`config.mk`:
```
export PLATFORM = sky130hd
export DESIGN_NAME = lcd_bus_arbiter
export DESIGN_NICKNAME = d
export VERILOG_FILES = /design/src/rtl/lcd_bus_arbiter.sv
export SDC_FILE = /design/constraint.sdc
export NUM_CORES = 1
export LEC_CHECK = 0
export CORE_AREA = 2 2 71 73
export DETAILED_ROUTE_END_ITERATION = 8
export DIE_AREA = 0 0 73 75
export HOLD_SLACK_MARGIN = 0.05
export PLACE_DENSITY = 0.73
export SLEW_MARGIN = 20
export SYNTH_ARGS = -nofsm -noshare
export SYNTH_HDL_FRONTEND = slang
export SYNTH_SLANG_ARGS = --single-unit
export TNS_END_PERCENT = 5
```
`constraint.sdc`:
```
create_clock -name clk -period 2.2 [get_ports clk]
set_clock_uncertainty 0.05 [all_clocks]
set_input_delay 0.33 -clock clk [delete_from_list [all_inputs] [get_ports clk]]
set_output_delay 0.33 -clock clk [all_outputs]
set_load 0.05 [all_outputs]
```
`src/rtl/lcd_bus_arbiter.sv`:
```
// ---------------------------------------------------------------------------
// lcd_bus_arbiter
//   Sole owner of the character-LCD pin bus. After reset it waits INIT_WAIT
//   cycles, issues the four-command power-on init sequence, then shares the
//   bus between two byte-wide requesters using round-robin arbitration.
//   Every write (init or requester) is a timed sequence:
//     S_SETUP (1 cycle) -> S_PULSE (E_HIGH cycles, E=1) -> S_WAIT (settle).
//   The settle time is CLEAR_WAIT for clear/home commands, else CMD_WAIT.
//
// Ports
//   clk, rst            : clock, synchronous active-high reset
//   i_req0/i_rs0/i_data0: channel 0 request (held until o_ack0), RS, byte
//   o_ack0              : channel 0 one-cycle completion pulse
//   i_req1/i_rs1/i_data1: channel 1 request (held until o_ack1), RS, byte
//   o_ack1              : channel 1 one-cycle completion pulse
//   o_init_done         : sticky high once the init sequence has completed
//   o_busy              : high whenever the arbiter is not idle
//   o_lcd_e/o_lcd_rs/o_lcd_rw/o_lcd_data : LCD pins (RW tied to write)
// ---------------------------------------------------------------------------
module lcd_bus_arbiter #(
    parameter int unsigned INIT_WAIT  = 70,
    parameter int unsigned E_HIGH     = 2,
    parameter int unsigned CMD_WAIT   = 4,
    parameter int unsigned CLEAR_WAIT = 40
) (
    input  logic       clk,
    input  logic       rst,
    input  logic       i_req0,
    input  logic       i_rs0,
    input  logic [7:0] i_data0,
    output logic       o_ack0,
    input  logic       i_req1,
    input  logic       i_rs1,
    input  logic [7:0] i_data1,
    output logic       o_ack1,
    output logic       o_init_done,
    output logic       o_busy,
    output logic       o_lcd_e,
    output logic       o_lcd_rs,
    output logic       o_lcd_rw,
    output logic [7:0] o_lcd_data
);

    localparam int unsigned CNT_W     = 16;
    localparam int unsigned IDX_W     = 3;
    localparam int unsigned NUM_INIT  = 4;

    // Terminal counter values (each phase lasts LAST+1 cycles).
    localparam logic [CNT_W-1:0] INIT_LAST  = (INIT_WAIT  > 0) ? CNT_W'(INIT_WAIT  - 1) : '0;
    localparam logic [CNT_W-1:0] PULSE_LAST = (E_HIGH     > 0) ? CNT_W'(E_HIGH     - 1) : '0;
    localparam logic [CNT_W-1:0] CMD_LAST   = (CMD_WAIT   > 0) ? CNT_W'(CMD_WAIT   - 1) : '0;
    localparam logic [CNT_W-1:0] CLEAR_LAST = (CLEAR_WAIT > 0) ? CNT_W'(CLEAR_WAIT - 1) : '0;
    localparam logic [IDX_W-1:0] INIT_IDX_LAST = IDX_W'(NUM_INIT - 1);

    typedef enum logic [2:0] {
        S_INIT_WAIT = 3'd0,
        S_IDLE      = 3'd1,
        S_SETUP     = 3'd2,
        S_PULSE     = 3'd3,
        S_WAIT      = 3'd4
    } state_t;

    // Who owns the write currently on the bus.
    typedef enum logic [1:0] {
        SRC_INIT = 2'd0,
        SRC_CH0  = 2'd1,
        SRC_CH1  = 2'd2
    } src_t;

    // Power-on init commands: function set, display on, entry mode, clear.
    function automatic logic [7:0] init_cmd(input logic [IDX_W-1:0] idx);
        logic [7:0] cmd;
        case (idx)
            3'd0:    cmd = 8'h38;
            3'd1:    cmd = 8'h0C;
            3'd2:    cmd = 8'h06;
            default: cmd = 8'h01;
        endcase
        return cmd;
    endfunction

    // Registered state and datapath
    state_t             r_state;
    logic [CNT_W-1:0]   r_cnt;
    logic [IDX_W-1:0]   r_init_idx;
    logic               r_last_grant;
    src_t               r_src;
    logic               r_rs;
    logic [7:0]         r_data;
    logic               r_init_done;
    logic               r_ack0;
    logic               r_ack1;
    logic               r_busy;
    logic               r_lcd_e;

    // Next-state values
    state_t             w_state_nxt;
    logic [CNT_W-1:0]   w_cnt_nxt;
    logic [IDX_W-1:0]   w_init_idx_nxt;
    logic               w_last_grant_nxt;
    src_t               w_src_nxt;
    logic               w_rs_nxt;
    logic [7:0]         w_data_nxt;
    logic               w_init_done_nxt;
    logic               w_pick1;

    // Next output values
    logic               w_ack0_nxt;
    logic               w_ack1_nxt;
    logic               w_busy_nxt;
    logic               w_lcd_e_nxt;

    logic               w_long_wait;
    logic [CNT_W-1:0]   w_wait_last;

    // Clear (0x01) and home (0x02) commands need the long settle time.
    assign w_long_wait = ~r_rs && ((r_data == 8'h01) || (r_data == 8'h02));
    assign w_wait_last = w_long_wait ? CLEAR_LAST : CMD_LAST;

    // State and output registers
    always_ff @(posedge clk) begin
        if (rst) begin
            r_state      <= S_INIT_WAIT;
            r_cnt        <= '0;
            r_init_idx   <= '0;
            r_last_grant <= 1'b1;
            r_src        <= SRC_INIT;
            r_rs         <= 1'b0;
            r_data       <= 8'h00;
            r_init_done  <= 1'b0;
            r_ack0       <= 1'b0;
            r_ack1       <= 1'b0;
            r_busy       <= 1'b1;
            r_lcd_e      <= 1'b0;
        end else begin
            r_state      <= w_state_nxt;
            r_cnt        <= w_cnt_nxt;
            r_init_idx   <= w_init_idx_nxt;
            r_last_grant <= w_last_grant_nxt;
            r_src        <= w_src_nxt;
            r_rs         <= w_rs_nxt;
            r_data       <= w_data_nxt;
            r_init_done  <= w_init_done_nxt;
            r_ack0       <= w_ack0_nxt;
            r_ack1       <= w_ack1_nxt;
            r_busy       <= w_busy_nxt;
            r_lcd_e      <= w_lcd_e_nxt;
        end
    end

    // Next-state, phase counter, arbitration and write latch
    always_comb begin
        w_state_nxt      = r_state;
        w_cnt_nxt        = r_cnt;
        w_init_idx_nxt   = r_init_idx;
        w_last_grant_nxt = r_last_grant;
        w_src_nxt        = r_src;
        w_rs_nxt         = r_rs;
        w_data_nxt       = r_data;
        w_init_done_nxt  = r_init_done;
        // On a tie, channel 1 wins only if channel 0 had the last grant.
        w_pick1          = i_req1 && (!i_req0 || !r_last_grant);

        case (r_state)
            S_INIT_WAIT: begin
                if (r_cnt >= INIT_LAST) begin
                    w_state_nxt = S_SETUP;
                    w_cnt_nxt   = '0;
                    w_src_nxt   = SRC_INIT;
                    w_rs_nxt    = 1'b0;
                    w_data_nxt  = init_cmd(r_init_idx);
                end else begin
                    w_cnt_nxt = r_cnt + CNT_W'(1);
                end
            end

            S_IDLE: begin
                w_cnt_nxt = '0;
                if (i_req0 || i_req1) begin
                    w_state_nxt      = S_SETUP;
                    w_last_grant_nxt = w_pick1;
                    w_src_nxt        = w_pick1 ? SRC_CH1 : SRC_CH0;
                    w_rs_nxt         = w_pick1 ? i_rs1   : i_rs0;
                    w_data_nxt       = w_pick1 ? i_data1 : i_data0;
                end
            end

            S_SETUP: begin
                w_state_nxt = S_PULSE;
                w_cnt_nxt   = '0;
            end

            S_PULSE: begin
                if (r_cnt >= PULSE_LAST) begin
                    w_state_nxt = S_WAIT;
                    w_cnt_nxt   = '0;
                end else begin
                    w_cnt_nxt = r_cnt + CNT_W'(1);
                end
            end

            S_WAIT: begin
                if (r_cnt >= w_wait_last) begin
                    w_cnt_nxt = '0;
                    if (r_src == SRC_INIT) begin
                        w_init_idx_nxt = r_init_idx + IDX_W'(1);
                        if (r_init_idx == INIT_IDX_LAST) begin
                            w_state_nxt     = S_IDLE;
                            w_init_done_nxt = 1'b1;
                        end else begin
                            w_state_nxt = S_SETUP;
                            w_rs_nxt    = 1'b0;
                            w_data_nxt  = init_cmd(r_init_idx + IDX_W'(1));
                        end
                    end else begin
                        w_state_nxt = S_IDLE;
                    end
                end else begin
                    w_cnt_nxt = r_cnt + CNT_W'(1);
                end
            end

            default: begin
                w_state_nxt = S_INIT_WAIT;
                w_cnt_nxt   = '0;
            end
        endcase
    end

    // Output values for the coming cycle, derived from where the FSM is heading
    always_comb begin
        w_lcd_e_nxt = 1'b0;
        w_busy_nxt  = 1'b1;
        w_ack0_nxt  = 1'b0;
        w_ack1_nxt  = 1'b0;

        w_lcd_e_nxt = (w_state_nxt == S_PULSE);
        w_busy_nxt  = (w_state_nxt != S_IDLE);
        // Ack lands on the final settle cycle; the latched RS/DATA do not
        // change between S_PULSE and S_WAIT so the current wait length holds.
        if ((w_state_nxt == S_WAIT) && (w_cnt_nxt == w_wait_last)) begin
            w_ack0_nxt = (r_src == SRC_CH0);
            w_ack1_nxt = (r_src == SRC_CH1);
        end
    end

    assign o_ack0      = r_ack0;
    assign o_ack1      = r_ack1;
    assign o_init_done = r_init_done;
    assign o_busy      = r_busy;
    assign o_lcd_e     = r_lcd_e;
    assign o_lcd_rs    = r_rs;
    assign o_lcd_rw    = 1'b0;
    assign o_lcd_data  = r_data;

endmodule

```
---- Word level (Yosys, flattened, before mapping) ----
Index checks and enable logic that the tools add are counted.
cells by class
  bitwise gates (word level) .............. 2
  multiplexer cells ....................... 32
  reduce and logical (&&, ||, !) cells .... 20
  equality and inequality tests ........... 22
  add/sub/neg operators ................... 2
  magnitude comparators ................... 3
operators with widths
  operator                 count
  $mux W16                 3
  $mux W8                  6
  $pmux W16 S3             1
  $pmux W6 S3              2
  $pmux W8 S3              1
  $eq A3 B2 Y1 const B     6
  $add A16 B1 Y16 const B  1
  $eq A16 B6 Y1            1
  $ge A16 B1 Y1 const B    1
  $ge A16 B6 Y1            1
  $ge A16 B7 Y1 const B    1
  $mux W3                  5
  $pmux W3 S5              1
  $ne A2 B2 Y1 const B     5
  $eq A3 B1 Y1 const B     3
  $logic_not A3 Y1         3
  $eq A8 B1 Y1 const B     1
  $eq A8 B2 Y1 const B     1
  $mux W2                  4
  $eq A3 B3 Y1 const B     2
  $mux W1                  6
  $mux W6                  1
  $reduce_and A3 Y1        2
  $reduce_and A6 Y1        1
  16 further kinds         22
storage, ports and cells
  flip-flop bits (word level) ............. 39
  word-level logic and storage cells ...... 93
  output and inout port bits .............. 15
  input port bits ......................... 22

---- Logic depth before layout (Yosys ltp) ----
Gate-level depths: netlist of run 1.
  depth in word-level cells ............... 11
  mapped depth ............................ 8
  mapped depth without buffers ............ 8

---- Worst setup path after synthesis of run 1 ----
Ideal clock, no wire load.
  path type ............................... register -> register
  start point ............................. reg r_data[0], in the netlist o_lcd_data[0]
  end point ............................... reg r_data[2], in the netlist o_lcd_data[2]
  cell stages (with the launch flop) ...... 9
  period minus slack after synthesis ...... 2,556 ps
  data arrival time ....................... 2,420 ps
  required time ........................... 2,064 ps
  path slack .............................. -356 ps
  library setup time ...................... 86 ps
  path through ............................ dfxtp_1 -> xor2_1 -> nand3_1 -> ha_1 -> nand3_1 -> and4_1 -> a221oi_2 -> a21oi_1 -> a211oi_1
on the way
  word-level cells in the longest chain between the ends .. 7
  elaborated cells between the ends (all ways) .. 8
RTL lines
  what                                          line  RTL
  start, declared                               89    logic [7:0] r_data;
  start signal, assigned                        142   r_data <= w_data_nxt;
  $eq A8 B1 Y1 or $eq A8 B2 Y1 (tied branches)  117   assign w_long_wait = ~r_rs && ((r_data == 8'h01) || (r_data == 8'h02));
  $logic_or A1 B1 Y1 *                          117
  $logic_and A1 B1 Y1 *                         117
  $mux W6 *                                     118   assign w_wait_last = w_long_wait ? CLEAR_LAST : CMD_LAST;
  $ge A16 B6 Y1 *                               203   if (r_cnt >= w_wait_last) begin
  $ne A2 B2 Y1 (no source line) *               --
  $reduce_and A6 Y1 (no source line) *          --
Mark *: on every way between the ends. The rest lies on a longest branch, timed or not.
A chain may end at the register's enable or synchronous reset.

---- Worst setup path after layout of run 1 ----
  start point ............................. reg r_data[7], in the netlist o_lcd_data[7]
  end point ............................... reg r_data[5], in the netlist o_lcd_data[5]
Same word-level chain as after synthesis.

==> reports/metrics.cfg, run 1 <==
[power_and_ir_drop]
ir_worst_vdd_v=0.000434
clkPwrFrac_pct=31.5
power.switching_mw=0.498
p_leak_nw=1.16
power_frac_comb_pct=21.3
p_int_mw=1.13
p_per_area_nw_per_um2=538
seq_power_share_pct=47.2
p_sw_share_pct=30.6

[cells_and_area]
area_growth_pct=42.6
final_cell_area_um2=3020
diodes=0
nets=346
drive_above_1_share_pct=27.7
fin_cells=368

[route]
wire_per_inst_um=15.3
drt-initial-drc-count=109
via_per_inst=5.65
via_count=2078
ant_nets=0
wl_mm=5.62
drc_errors=0
drt_pass1_iterations=4

[synth]
ys_types=55
async_flop_share_pct=0
yosys_warnings=0
synth_ff_type=dfxtp_1
ys_seq_area_share_pct=36.8
postSynthCellCount=236
synth_area_um2=2120
avgSynthCellArea_um2=8.98
synth_edf_count=0
ys_ff_latch=39

[critical_path]
worstPathCellList=nor4_4, nand3_2, ha_4, nand3_2, and4_4, buf_4, a221o_2, nor3_1, nor3_1
crit_slowest_cell=a221o_2
crit_path_start_kind=flop
crit_required_ns=2.33
endpoint_kind=flop
crit_family=simple AND/OR/NAND/NOR gates
max_stage_delay_ns=0.44
cp_num_buf_inv=1
worst-path-max-fanout=8
criticalPathCategory=flop to flop
critPathArrivalTime_ns=2.55

[cts]
cts_root_buffer=clkbuf_8
clk_latency_ns=0.30
cts_inserted_buffers=5
cts-htree-levels=2
cts_tree=done
cts.clk_slew.worst_paths_ns=0.09
cts_buffer_depth=2
cts_sinks=39

[global_route]
grt_pass1_vias=1932
grt_pass1_wl_mm=8.91
grt-ovfl-total=0
grt_max_degree=23
antenna_found_initial=0
grt_usage_pct=20.8

[sta]
fin_ws_ns=-0.214
finalHoldViolations=0
post-route-period-util_pct=110
setup_viol=13
worst_slew_pin_slew_ns=0.511
rsz0062_at_grt=true
finalMaxSlewViolations=0
hold_slack_ns=0.440
period_minus_slack_ns=2.41
relSlewSlack_pct=65.8
fmax_mhz=414

[hold_path]
min_path_type=flop to flop

[placed_design]
io_buffers=35
gp_congestion=0.797
dp.final_hpwl_mm=4.08
dp_cells=356
place_area_um2=2810

[die]
core_area_um2=4660
die_y_um=75
ioPinCount=37
fp.dieArea_um2=5480
die_x_um=73
start_util_pct=45.5
row_count=25

[status]
status=finished, violations left
violations=setup timing

[run]
cap_violations=0

## layout by cell type (no fill, tap or decap), types with 4 or more instances in the layout
master	Yosys	routed
dfxtp_1	39	31
ha_1	11	9
clkdlybuf4s50_1	0	35
inv_1	9	9
nand3_1	11	9
nand2_1	4	4
dfxtp_2	0	6
mux2_2	5	5
buf_4	1	37
nand4_1	11	11
clkbuf_8	0	5
o21ai_0	5	4
conb_1	1	10
a21oi_1	19	17
o211ai_1	4	4
nor2_1	21	21
mux2i_1	6	6
xnor2_1	4	4
o21ai_1	3	4
nor3_1	12	11
## worst paths after layout
kind | startpoint | end | slack (ns) | cells past startpoint
max | o_lcd_data[7] | o_lcd_data[5] | -0.21 | 9
min | o_init_done | o_init_done | 0.44 | 2
max reg2reg | o_lcd_data[7] | o_lcd_data[5] | -0.21 | 9
min reg2reg | o_init_done | o_init_done | 0.44 | 2
## flip-flops by register name, summed over array words and instances, names as in the netlist
| name | flops |
|---|---|
| o_busy | 1 |
| o_ack1 | 1 |
| o_lcd_data | 8 |
| r_src | 2 |
| r_last_grant | 1 |
| r_state | 3 |
| o_lcd_e | 1 |
| o_ack0 | 1 |
| o_init_done | 1 |
| r_init_idx | 3 |
| o_lcd_rs | 1 |
| r_cnt | 16 |
## layout make-up
cell class | count | area (um2)
Inverter | 9 | 33.8
Timing Repair Buffer | 74 | 651
Multi-Input combinational cell | 184 | 1380
Tap cell | 54 | 67.6
Clock buffer | 5 | 68.8
Sequential cell | 39 | 796
Fill cell | 380 | 1640
Clock inverter | 3 | 22.5
## per-stage QoR
stage	setup TNS [ns]	power [mW]	utilization [%]	setup slack (ns)
6_report	-2.10	1.63	64.8	-0.214
5_1_grt	-3.67	1.69	64.8	-0.290
4_1_cts	-1.03	1.60	62.8	-0.123
3_5_place_dp	-1.30	1.09	60.3	-0.134
3_3_place_gp	-0.623	1.09	60.3	-0.124
2_1_floorplan	-0.499	0.966	-	-0.0521
## worst register-to-register path, cell delays in order (launching register included)
cell	delay, ns
dfxtp_2	0.34
nor4_4	0.27
nand3_2	0.19
ha_4	0.34
nand3_2	0.08
and4_4	0.21
buf_4	0.13
a221o_2	0.44
nor3_1	0.18
nor3_1	0.07
## cell families (layout without fill, tap and decap cells)
logic type               after synthesis  after routing  synth area share [%]
AO/OA/AOI/OAI                         58             58                  20.1
XOR/XNOR                               7              7                  2.89
adder cells (fa/ha/maj)               11             11                  6.49
buffers and inverters                 22             91                  4.31
flip-flops                            39             39                  36.8
multiplexers                          11             11                  5.49
other                                  1             10                 0.177
AND/OR/NAND/NOR                       87             87                  23.7
## cell usage after synthesis, types with 2 or more instances
cell type / number / area, um2
a211o_1: 3 / 26.3
a211oi_1: 3 / 22.5
a21boi_0: 2 / 15.0
a21o_1: 2 / 15.0
a21oi_1: 19 / 95.1
a31oi_1: 2 / 12.5
buf_2: 4 / 20.0
clkbuf_1: 8 / 30.0
dfxtp_1: 39 / 781
ha_1: 11 / 138
inv_1: 9 / 33.8
mux2_2: 5 / 56.3
mux2i_1: 6 / 60.1
nand2_1: 4 / 15.0
nand3_1: 11 / 55.1
nand4_1: 11 / 68.8
nor2_1: 21 / 78.8
nor2b_1: 2 / 12.5
nor3_1: 12 / 60.1
nor3b_1: 3 / 22.5
nor4_1: 3 / 18.8
nor4b_1: 2 / 17.5
o211ai_1: 4 / 30.0
o21ai_0: 5 / 25.0
o21ai_1: 3 / 15.0
o31ai_1: 2 / 15.0
or2_2: 3 / 18.8
or3_1: 3 / 18.8
or3b_2: 2 / 17.5
or4_1: 2 / 15.0
xnor2_1: 4 / 35.0
xor2_1: 3 / 26.3
## power by group through the flow
stage | logic, mW | registers [mW] | clock network [mW]
after floorplan | 0.142 | 0.824 | 0
after global placement | 0.310 | 0.779 | 0
after detailed placement | 0.314 | 0.780 | 0
after CTS | 0.320 | 0.765 | 0.519
after global routing | 0.372 | 0.773 | 0.543
final | 0.347 | 0.768 | 0.512
## metal layers
layer	global-route usage, %	part of all wire (%)	vias to the layer above
met5	0	0	-
met4	6.38	1.6	0
met3	4.82	4.6	10
met2	34.1	49	47
met1	27.4	45	1003
li1	-	-	1018
## repair_timing
action	in CTS	in global routing
buffers inserted	1	2
hold buffers	0	0
cloned	0	1
resized for setup	4	14
pin swaps	5	6
endpoints found under the setup margin	17	27
(Power assumes the default switching activity.)
==> run 2: changes to the inputs <==
--- a/config.mk
+++ b/config.mk
@@ -5,11 +5,12 @@
 export SDC_FILE = /design/constraint.sdc
 export NUM_CORES = 1
 export LEC_CHECK = 0
-export CORE_AREA = 2 2 71 73
+export CORE_AREA = 2 2 69 71
+export CTS_BUF_LIST = sky130_fd_sc_hd__clkbuf_8
 export DETAILED_ROUTE_END_ITERATION = 8
-export DIE_AREA = 0 0 73 75
+export DIE_AREA = 0 0 71 73
 export HOLD_SLACK_MARGIN = 0.05
-export PLACE_DENSITY = 0.73
+export PLACE_DENSITY = 0.76
 export SLEW_MARGIN = 20
 export SYNTH_ARGS = -nofsm -noshare
 export SYNTH_HDL_FRONTEND = slang
==> reports/metrics.cfg, run 2 (synthesis gave the netlist of run 1 again) <==
[die]
row_count=25  ; unchanged
fp.dieArea_um2=5180  ; -5.3%
start_util_pct=46.7  ; +1.3 points
die_y_um=73  ; -2.7%
die_x_um=71  ; -2.7%
core_area_um2=4540  ; -2.7%
ioPinCount=37  ; unchanged

[critical_path]
crit_path_start_kind=flop
crit_cells=9  ; unchanged
rr_startpoint=o_lcd_data[7]
endpoint_kind=flop
cp_num_buf_inv=1  ; unchanged
worstPathCellList=nor4_4, nand3_2, ha_4, o31ai_2, and4_4, a221oi_4, buf_12, nand4_1, a21oi_1
max_stage_delay_ns=0.34  ; -0.10 ns
critPathArrivalTime_ns=2.47  ; -0.08 ns
crit_slowest_cell=dfxtp_2
crit_required_ns=2.37  ; +0.04 ns
cp-endpoint=o_lcd_rs
reg2reg_to=o_lcd_rs
worst-path-max-fanout=10  ; +2
rr_worst_depth=9  ; unchanged
criticalPathCategory=flop to flop
crit_start=o_lcd_data[7]
rrSetupSlack_ns=-0.10  ; +0.11 ns
crit_family=simple AND/OR/NAND/NOR gates

[cells_and_area]
final_common_cell=buf_4
drive_above_1_share_pct=29.3  ; +1.6 points
final_util_pct=67.4  ; +2.5 points
largest_reg_flops=16  ; unchanged
largest_register=r_cnt
diodes=0  ; unchanged
nFillCells=358  ; -5.8%
area_growth_pct=44.2
multi_input_area_um2=1410  ; +1.6%
mostFrequentLayoutCells=buf_4 (38), clkdlybuf4s50_1 (35), dfxtp_1 (31)
nets=346  ; unchanged
register_area_um2=796  ; unchanged

[cts]
cts.clk_slew.worst_paths_ns=0.08  ; about the same
cts_tree=done
cts_buffer_depth=2  ; unchanged
cts_sinks=39  ; unchanged
clk_latency_ns=0.30  ; about the same
cts-htree-levels=2  ; unchanged
cts_root_buffer=clkbuf_8
cts_inserted_buffers=5  ; unchanged

[sta]
finalHoldViolations=0  ; unchanged
setup_viol=12  ; -1
worst_slew_pin_slew_ns=0.540  ; +0.0292 ns
hold_slack_ns=0.439  ; -0.000888 ns
fin_ws_ns=-0.103  ; +0.111 ns
fmax_mhz=434  ; +4.8%
finalMaxSlewViolations=0  ; unchanged
post-route-period-util_pct=105  ; -5.0 points
relSlewSlack_pct=63.9  ; -1.9 points
rsz0062_at_grt=true
period_minus_slack_ns=2.30  ; -0.111 ns

[run]
cap_violations=0  ; unchanged

[status]
status=finished, violations left
violations=setup timing

[hold_path]
worstHoldStart=o_init_done
min_path_type=flop to flop

[placed_design]
io_buffers=35  ; unchanged
dp.final_hpwl_mm=4.08  ; -0.18%
gp_congestion=0.854  ; +7.2%

[route]
drt_pass1_iterations=4  ; unchanged
wire_per_inst_um=14.7  ; -3.6%
ant_nets=0  ; unchanged
via_per_inst=5.63  ; -0.24%
drc_errors=0  ; unchanged
drt-initial-drc-count=168  ; +54%
wl_mm=5.42  ; -3.6%
via_count=2073  ; -0.24%

[power_and_ir_drop]
p_per_area_nw_per_um2=534  ; -0.86%
ir_worst_vdd_v=0.000441  ; +1.6%
p_total_mw=1.63  ; +0.25%
p_leak_nw=1.17  ; +0.94%

[global_route]
grt_pass1_vias=2060  ; +6.6%
grt-ovfl-total=0  ; unchanged
grt_max_degree=23  ; unchanged
grt_usage_pct=22.5  ; +1.7 points
antenna_found_initial=0  ; unchanged
grt_pass1_wl_mm=9.24  ; +3.6%

run 2: changes by cell type in the layout (fill, tap and decap cells not counted), sizes merged:
| cell | previous run | this run |
|---|---|---|
| clkbuf | 5 | 6 |
| clkinv | 0 | 1 |
| clkinvlp | 1 | 0 |
| inv | 11 | 10 |
run 2: what timing repair did:
action,4_1_cts,5_1_grt
hold buffers,0,0
pin swaps,10,6
resized for setup,13,6
setup endpoints to repair,24,26
buffers inserted,3,0
run 2: power by group:
part / leakage [nW] / internal (mW) / total [mW] / switching [mW]
clock network: 0.0517 / 0.257 / 0.517 / 0.260
logic: 0.795 / 0.165 / 0.349 / 0.185
registers: 0.324 / 0.737 / 0.764 / 0.0270
run 2: how the worst min path moves through the flow:
| stage | end | slack [ns] | cells past startpoint |
|---|---|---|---|
| after global placement | o_init_done | 0.42 | 2 |
| final | o_init_done | 0.44 | 2 |
| after detailed placement | o_init_done | 0.43 | 2 |
| after CTS | o_init_done | 0.45 | 2 |
| after floorplan | o_busy | 0.39 | 1 |
| after global routing | r_init_idx[2] | 0.48 | 2 |
run 2: layout make-up:
| type | count | share of cell area, % |
|---|---|---|
| Clock buffer | 6 | 2.70 |
| Clock inverter | 2 | 0.491 |
| Inverter | 9 | 1.11 |
| Multi-Input combinational cell | 184 | 46.0 |
| Sequential cell | 39 | 26.0 |
| Tap cell | 54 | 2.21 |
| Timing Repair Buffer | 74 | 21.5 |
run 2: metrics by stage:
stage	setup slack [ns]	instances	cell area [um2]	setup TNS [ns]
after floorplan	-0.0521	245	2190	-0.499
after CTS	-0.0931	368	3030	-0.690
after detailed placement	-0.222	357	2830	-2.08
after global routing	-0.238	368	3060	-3.59
after global placement	-0.111	357	2830	-0.427
final	-0.103	368	3060	-0.628
run 2: metal layers:
layer  vias up  global-route usage (%)  wire [um]
li1       1027                       -          -
met1       982                    27.5       2460
met2        50                    37.9       2610
met3        14                    3.45        204
met4         0                    12.6        139
met5         -                       0          0
run 2: worst register-to-register path: cells and delay by family, from the launching register on:
kind	cells	cell delay, ns
AOI/OAI and AO/OA	3	0.57
adders and majority gates	1	0.34
buffers and inverters	1	0.16
DFF	1	0.34
and+or+nand+nor	4	0.76
